## src/rtl/acc_share_arbiter.sv

```systemverilog
// acc_share_arbiter: round-robin arbiter with a per-winner burst limit.
// It shares one DATA_W-bit accumulator between NUM_REQ requesters.
// A granted value is registered (acc_valid/acc_value/acc_grant_id) and then
// added into the accumulator on the following edge. The accumulator has a
// sticky overflow flag and a one-cycle clear command.
// Optional feature: define ACC_SHARE_ARBITER_STATS_EN to add per-requester
// saturating 32-bit transfer counters on port grant_count.
module acc_share_arbiter #(
   parameter int NUM_REQ   = 4,
   parameter int DATA_W    = 32,
   parameter int MAX_BURST = 4
) (
   input  logic                          clock,
   input  logic                          reset,
   input  logic [NUM_REQ-1:0]            req_valid,
   input  logic [NUM_REQ*DATA_W-1:0]     req_value,
   output logic [NUM_REQ-1:0]            req_ready,
   input  logic                          clear,
   output logic                          acc_valid,
   output logic [DATA_W-1:0]             acc_value,
   output logic [$clog2(NUM_REQ)-1:0]    acc_grant_id,
   output logic [DATA_W-1:0]             accumulator,
   output logic                          overflow
`ifdef ACC_SHARE_ARBITER_STATS_EN
   ,
   output logic [NUM_REQ*32-1:0]         grant_count
`endif
);

   localparam int ID_W = $clog2(NUM_REQ);

   localparam logic [1:0] ST_IDLE  = 2'd0;
   localparam logic [1:0] ST_BUSY  = 2'd1;
   localparam logic [1:0] ST_CLEAR = 2'd2;

   localparam logic [3:0] BURST_LAST = 4'(MAX_BURST - 1);

   // Requester index arithmetic modulo NUM_REQ (NUM_REQ need not be a power of two).
   function automatic logic [ID_W-1:0] wrap_add(input logic [ID_W-1:0] base, input int offs);
      int sum_v;
      sum_v = int'(base) + offs;
      if (sum_v >= NUM_REQ) begin
         sum_v = sum_v - NUM_REQ;
      end else begin
         sum_v = sum_v;
      end
      return ID_W'(sum_v);
   endfunction

   // Arbitration state
   logic [1:0]        state_q, state_d;
   logic [ID_W-1:0]   rr_ptr_q, rr_ptr_d;
   logic [3:0]        burst_cnt_q, burst_cnt_d;
   logic [ID_W-1:0]   last_win_q, last_win_d;
   logic              have_last_q, have_last_d;

   // Datapath state
   logic              acc_valid_q;
   logic [DATA_W-1:0] acc_value_q;
   logic [ID_W-1:0]   acc_grant_id_q;
   logic [DATA_W-1:0] accumulator_q;
   logic              overflow_q;

   // Combinational helpers
   logic [1:0]         cur_state_s;
   logic               any_valid_s;
   logic [NUM_REQ-1:0] others_s;
   logic               last_vld_s;
   logic               hold_s;
   logic [ID_W-1:0]    start_s;
   logic [ID_W-1:0]    cand_s;
   logic [ID_W-1:0]    win_s;
   logic               found_s;
   logic               grant_en_s;
   logic               same_s;
   logic [DATA_W-1:0]  sel_value_s;
   logic [DATA_W:0]    sum_s;

   // The CLEAR phase is exactly the cycle in which clear is high; it never outlives that cycle.
   always_comb begin
      any_valid_s = |req_valid;
      if (clear) begin
         cur_state_s = ST_CLEAR;
      end else begin
         cur_state_s = state_q;
      end
      state_d = ST_IDLE;
      case (cur_state_s)
         ST_IDLE: begin
            if (any_valid_s) begin
               state_d = ST_BUSY;
            end else begin
               state_d = ST_IDLE;
            end
         end
         ST_BUSY: begin
            if (any_valid_s) begin
               state_d = ST_BUSY;
            end else begin
               state_d = ST_IDLE;
            end
         end
         ST_CLEAR: begin
            if (any_valid_s) begin
               state_d = ST_BUSY;
            end else begin
               state_d = ST_IDLE;
            end
         end
         default: state_d = ST_IDLE;
      endcase
   end

   // Pick the winner: hold the last winner within its burst, else round-robin search.
   always_comb begin
      others_s             = req_valid;
      others_s[last_win_q] = 1'b0;
      last_vld_s = have_last_q & req_valid[last_win_q];
      hold_s     = last_vld_s & ~((burst_cnt_q == BURST_LAST) & (|others_s));
      if (last_vld_s) begin
         start_s = wrap_add(last_win_q, 1);
      end else begin
         start_s = rr_ptr_q;
      end
      found_s = 1'b0;
      win_s   = '0;
      cand_s  = '0;
      if (hold_s) begin
         found_s = 1'b1;
         win_s   = last_win_q;
      end else begin
         for (int k = 0; k < NUM_REQ; k++) begin
            cand_s = wrap_add(start_s, k);
            if (!found_s && req_valid[cand_s]) begin
               found_s = 1'b1;
               win_s   = cand_s;
            end else begin
               found_s = found_s;
            end
         end
      end
      grant_en_s = found_s & ~reset & (cur_state_s != ST_CLEAR);
      same_s     = have_last_q & (win_s == last_win_q);
   end

   // One-hot grant and the selected requester value.
   always_comb begin
      req_ready   = '0;
      sel_value_s = '0;
      for (int i = 0; i < NUM_REQ; i++) begin
         if (win_s == ID_W'(i)) begin
            req_ready[i] = grant_en_s;
            sel_value_s  = req_value[i*DATA_W +: DATA_W];
         end else begin
            req_ready[i] = 1'b0;
         end
      end
   end

   // Next round-robin pointer and burst counter on each transfer.
   always_comb begin
      rr_ptr_d    = rr_ptr_q;
      burst_cnt_d = burst_cnt_q;
      last_win_d  = last_win_q;
      have_last_d = have_last_q;
      if (grant_en_s) begin
         last_win_d  = win_s;
         have_last_d = 1'b1;
         if (same_s) begin
            if (burst_cnt_q == BURST_LAST) begin
               burst_cnt_d = burst_cnt_q;
            end else begin
               burst_cnt_d = burst_cnt_q + 4'd1;
            end
         end else begin
            burst_cnt_d = 4'd0;
            rr_ptr_d    = wrap_add(win_s, 1);
         end
      end else begin
         have_last_d = have_last_q;
      end
   end

   // Arbitration and FSM registers.
   always_ff @(posedge clock) begin
      if (reset) begin
         state_q     <= ST_IDLE;
         rr_ptr_q    <= '0;
         burst_cnt_q <= 4'd0;
         last_win_q  <= '0;
         have_last_q <= 1'b0;
      end else begin
         state_q     <= state_d;
         rr_ptr_q    <= rr_ptr_d;
         burst_cnt_q <= burst_cnt_d;
         last_win_q  <= last_win_d;
         have_last_q <= have_last_d;
      end
   end

   // Full-width sum; the top bit is the carry-out that feeds the overflow flag.
   always_comb begin
      sum_s = {1'b0, accumulator_q} + {1'b0, acc_value_q};
   end

   // Register the granted value, then fold it into the accumulator; clear discards a pending value.
   always_ff @(posedge clock) begin
      if (reset) begin
         acc_valid_q    <= 1'b0;
         acc_value_q    <= '0;
         acc_grant_id_q <= '0;
         accumulator_q  <= '0;
         overflow_q     <= 1'b0;
      end else begin
         acc_valid_q <= grant_en_s;
         if (grant_en_s) begin
            acc_value_q    <= sel_value_s;
            acc_grant_id_q <= win_s;
         end
         if (clear) begin
            accumulator_q <= '0;
            overflow_q    <= 1'b0;
         end else if (acc_valid_q) begin
            accumulator_q <= sum_s[DATA_W-1:0];
            overflow_q    <= overflow_q | sum_s[DATA_W];
         end
      end
   end

   assign acc_valid    = acc_valid_q;
   assign acc_value    = acc_value_q;
   assign acc_grant_id = acc_grant_id_q;
   assign accumulator  = accumulator_q;
   assign overflow     = overflow_q;

`ifdef ACC_SHARE_ARBITER_STATS_EN
   logic [31:0] cnt_q [NUM_REQ];

   // Per-requester saturating transfer counters, zeroed by reset and clear.
   always_ff @(posedge clock) begin
      for (int i = 0; i < NUM_REQ; i++) begin
         if (reset || clear) begin
            cnt_q[i] <= 32'd0;
         end else if (req_ready[i] && req_valid[i] && (cnt_q[i] != 32'hFFFF_FFFF)) begin
            cnt_q[i] <= cnt_q[i] + 32'd1;
         end
      end
   end

   for (genvar g = 0; g < NUM_REQ; g++) begin : g_cnt
      assign grant_count[g*32 +: 32] = cnt_q[g];
   end
`endif

endmodule
```

## config.mk

```make
export PLATFORM = sky130hd
export DESIGN_NAME = acc_share_arbiter
export DESIGN_NICKNAME = d
export VERILOG_FILES = /design/src/rtl/acc_share_arbiter.sv
export SDC_FILE = /design/constraint.sdc
export NUM_CORES = 1
export LEC_CHECK = 0
export CAP_MARGIN = 30
export CORE_ASPECT_RATIO = 1.25
export CORE_MARGIN = 5
export CORE_UTILIZATION = 30
export DETAILED_ROUTE_END_ITERATION = 10
export PLACE_DENSITY = 0.57
export SLEW_MARGIN = 10
export SYNTH_ARGS = -nofsm -noshare
export SYNTH_HDL_FRONTEND = slang
export SYNTH_SLANG_ARGS = --single-unit
export TNS_END_PERCENT = 1
```

## constraint.sdc

```tcl
create_clock -name clock -period 6.24 [get_ports clock]
set_input_delay 1.872 -clock clock [delete_from_list [all_inputs] [get_ports clock]]
set_output_delay 1.872 -clock clock [all_outputs]
set_load 0.02 [all_outputs]
```

Yosys cells after proc, flatten, opt, wreduce, memory -nomap -nowiden. Cells that the tools add are included.

Input port bits: 135. Output and inout port bits: 72. Flip-flop bits (word level): 77. Logic and storage cells: 120.

Add/subtract/negate cells: 13. Reductions and logical operators: 16. Magnitude comparators: 12. Bitwise gates (word level): 13. Equality and inequality tests: 9. Multiplexer cells: 48.

Operators by type and width (count): $mux W32 (4); $mux W2 (17); $add A32 B32 Y33 (1); $mux W1 (19); $ge A3 B3 Y1 const B (5); $lt A2 B3 Y1 const B (5); $sub A2 B1 Y2 const B (6); $bmux W1 S2 (5); $add A2 B1 Y3 const B (3); $mux W4 (2); $reduce_or A4 Y1 (2); $add A2 B2 Y3 const B (2); $and A1 B1 Y1 (6); $eq A2 B2 Y1 const B (3); $add A4 B1 Y4 const B (1); $and A4 B4 Y4 (1); $eq A2 B1 Y1 const B (2); $eq A4 B2 Y1 const B (1); $logic_and A1 B1 Y1 (4); $logic_not A2 Y1 (2); $ne A2 B2 Y1 const B (2); $not A1 Y1 (4); $not A4 Y4 (1); $reduce_and A2 Y1 (2); other kinds (8) (11).

Logic depth before layout (Yosys ltp).
Depth in word-level cells: 32. Depth in mapped cells: 15. Depth with buffers taken out: 12.

Worst setup path before layout. No wires, ideal clock.

Kind: input port to output port. Start point: input port req_valid[1]. End point: output port req_ready[0]. Buffers on the path: 3. Arrival time: 4341 ps. Data required time: 4368 ps. Cell stages on the path: 10. Setup slack: 27 ps. Cells stage by stage: clkbuf_2 -> mux4_2 -> nand2_2 -> mux2i_1 -> mux2i_1 -> a211oi_2 -> nand2b_1 -> buf_4 -> buf_2 -> nor3_1.

Word-level cells in the longest chain between the ends: 26. Elaborated cells between the ends (all ways): 59. Classes of those cells: add/sub: 7; order compare: 4; mux: 33; bitwise: 7; reduce/logical: 8.

RTL lines: start, declared (line 15) `input logic [NUM_REQ-1:0] req_valid,`; $bmux W1 S2 (line 118) `last_vld_s = have_last_q & req_valid[last_win_q];`; $mux W1 (not written as such) (line 118); $and A1 B1 Y1 (line 118); $mux W2 (line 120) `if (last_vld_s) begin`; $ge A2 B3 Y1 / $sub A2 B1 Y2 (equally long branches) (line 42, 43); $mux W2 (line 42) `if (sum_v >= NUM_REQ) begin`; $mux W2 (line 128) `if (hold_s) begin`; $bmux W1 S2 (line 134) `if (!found_s && req_valid[cand_s]) begin`; (+9 left out); $mux W1 (line 134); $mux W1 (line 128); $logic_not A1 Y1 (line 134); $logic_and A1 B1 Y1 (line 134); $mux W1 (line 134); $mux W1 (line 128); $and A1 B1 Y1 (2 in series) (line 142) `grant_en_s = found_s & ~reset & (cur_state_s != ST_CLEAR);`; $mux W1 (*) (line 151) `if (win_s == ID_W'(i)) begin`; end, declared (line 17) `output logic [NUM_REQ-1:0] req_ready,`.

Every way passes the cells marked *; elsewhere a longest branch is shown, timed or not. The select of a mux whose other input is x is not followed.

Final worst setup path.
Start point: input port req_valid[1]. End point: output port req_ready[1].

The elaborated chain is that of the path after synthesis.

==> flow_metrics.tcl <==
set metrics [dict create \
    vias_per_cell 5.06 \
    cts.sinks 75 \
    setup_viol 0 \
    clk_pin_slew_ps 60 \
    clk-insertion-delay-late_ps 340 \
    layout_min_cycle_time_ps 6120 \
    whs_endpoint "acc_value[2]" \
    antenna_found_initial 0 \
    ys_ff_latch 75 \
    ctsHoldBuffers 0 \
    ys.flop_type "dfxtp_1" \
    ctsLongestPathBuffers 2 \
    grt_usage_pct 17.2 \
    crit_family "multiplexers" \
    synthTopCellsByCount "dfxtp_1 (75), nand2_1 (68), nor2_1 (59), mux2i_1 (55), a21oi_1 (54)" \
    ant_nets 0 \
    final.setup_skew_ps 10.2 \
    min_period_over_period_pct 98.1 \
    yosysMostFrequentCell "dfxtp_1" \
    arrival_ps 4250 \
    synthesis.instances 687 \
    place_congestion 0.840 \
    coreArea_um2 18800 \
    slowest_stage "mux4_2" \
    multiInputGateArea_um2 4100 \
    die_w_um 134 \
    die_area_um2 22200 \
    rr_worst_depth 10 \
    cts_tree "yes" \
    io_buffers 206 \
    ios 207 \
    crit_fanout 6 \
    synth_top_area_share_pct 26.0 \
    max_freq_mhz 163 \
    critPathKind "input port to output pin" \
    cts_max_level 3 \
    final_hold_viol_count 0 \
    diodes 0 \
    synth-edff-count 0 \
    overflow 0 \
    first_iter_violations 255 \
    worstSetupStartpointType "input port" \
    routed_wl_um 19600 \
    ir_drop_mv 0.131 \
    dp.cells 1120 \
    start_util_pct 30.7 \
    regArea_um2 1500 \
    powerDensity_nw_per_um2 248 \
    synth_cell_type_count 73 \
    maxSlewHeadroom_pct 39.5 \
    r2r-end "acc_value[23]" \
    finalNonFillerCells 1139 \
    hold_path.class "flip-flop to flip-flop" \
    r2r_start "acc_grant_id[0]" \
    cts-buffers-inserted 9 \
    cp_num_buf_inv 3 \
    n_fill_cell 1878 \
    worst_pin_slew_ps 885 \
    grt_max_degree 45 \
    fin_ws_ps 118 \
    route.detailed.drc 0 \
    reg2reg_slack_ps 2320 \
    num_rows 56 \
    ys_seq_area_share_pct 26.0 \
    grt_pass1_vias 5644 \
    dieHeight_um 165 \
    required_ps 4370 \
    max_stage_delay_ps 510 \
    synth_top_cells_by_area "dfxtp_1 (26%), mux2i_1 (9.5%), ha_1 (8.0%)" \
    post-route-util_pct 45.9 \
    dp_hpwl_um 15800 \
    synth_area_um2 5780 \
    dp_slack_ps -454 \
    vias 5769 \
    cts_root_buf "clkbuf_16" \
    path_common_cell "buf_4" \
    drt_pass1_iterations 4 \
    syn2layout_area_growth_pct 49.7 \
    async_flop_share_pct 0 \
    maxCapViolCount 0 \
    synth_area_leader_cell "dfxtp_1" \
    nNetsFinal 1076 \
    min_from "acc_value[2]" \
    worstSetupPathDepth 11 \
    synth-warning-count 0 \
    synth_fp_nets 860 \
    grt_pass1_wl_um 30400 \
    path_cells "clkdlybuf4s50_1 -> mux4_2 -> nand2_4 -> mux2i_4 -> mux2i_1 -> a211oi_2 -> buf_4 -> o21ai_4 -> nand2_2 -> nor2_1 -> buf_4" \
    min_path_cells 2 \
    slew_violations 0 \
    drive_above_1_share_pct 11.1 \
    critPathCaptureType "output pin" \
    avgSynthCellArea_um2 8.42 \
    leakagePower_nw 3.45 \
    wire_per_inst_um 17.2 \
    outcome "complete, no violations" \
]
## registers in the layout (all words and copies together) (netlist names)
name          count
accumulator      32
burst_cnt_q       4
overflow          1
have_last_q       1
acc_grant_id      2
acc_valid         1
rr_ptr_q          2
acc_value        32
## report_power, final
group	internal [mW]	switching, mW	total (mW)
logic	0.434	0.440	0.874
clock network	0.470	0.208	0.678
registers	0.528	0.0711	0.599
total	1.43	0.719	2.15
## layout make-up
type,count,share of cell area [%]
flip-flops and latches,75,17.3
inverters,10,0.433
repair buffers,245,27.1
multi-input cells,562,47.4
clock buffers,10,2.64
clock inverters,5,1.73
well taps,232,3.35
## worst min-delay path: stages (launching register included)
cell and delay, ps:
dfxtp_1 330, nand2_1 60, a21oi_1 50
## worst max path at each step
stage                  from           end
2_1_floorplan  req_valid[1]  req_ready[0]
3_3_place_gp   req_valid[0]  req_ready[1]
3_5_place_dp   req_valid[0]  req_ready[1]
4_1_cts        req_valid[0]  req_ready[3]
5_1_grt        req_valid[1]  req_ready[2]
6_report       req_valid[1]  req_ready[1]
## cell families after synthesis
family	synth area share, %
compound gates	23.8
buf+inv	3.89
fa+ha+maj	8.35
mux	17.4
xor+xnor	3.94
simple gates	16.7
flops	26.0
## what timing repair did
item                                    CTS  global route
setup buffers                             0             4
endpoints found under the setup margin    4             4
pin swaps                                 1             3
gates cloned                              0             0
resized for setup                        25             8
## per-layer routing
layer / global-route usage [%] / wire [um] / up-vias
met5: 0 / 0 / -
met4: 5.37 / 359 / 0
met3: 2.55 / 763 / 19
met2: 30.4 / 9910 / 126
met1: 21.5 / 8540 / 2661
li1: - / - / 2963
## metrics by stage
stage	hold slack (ps)	setup TNS, ps	area, um2	power, mW
3_3_place_gp	473	-1440	8220	1.47
4_1_cts	487	-34.1	8620	2.16
6_report	486	0	8660	2.15
5_1_grt	507	-16.9	8660	2.27
2_1_floorplan	469	0	5780	1.13
3_5_place_dp	477	-1680	8220	1.47
## cells in the final DEF (no fill, tap or decap), types with 26 or more instances in the layout
cell	count
clkdlybuf4s50_1	199
dfxtp_1	75
nand2_1	67
nor2_1	59
a21oi_1	54
mux2i_1	54
buf_4	42
ha_1	37
o211ai_1	29
o21ai_0	26
Note: power is estimated with default switching activity, not from simulation.
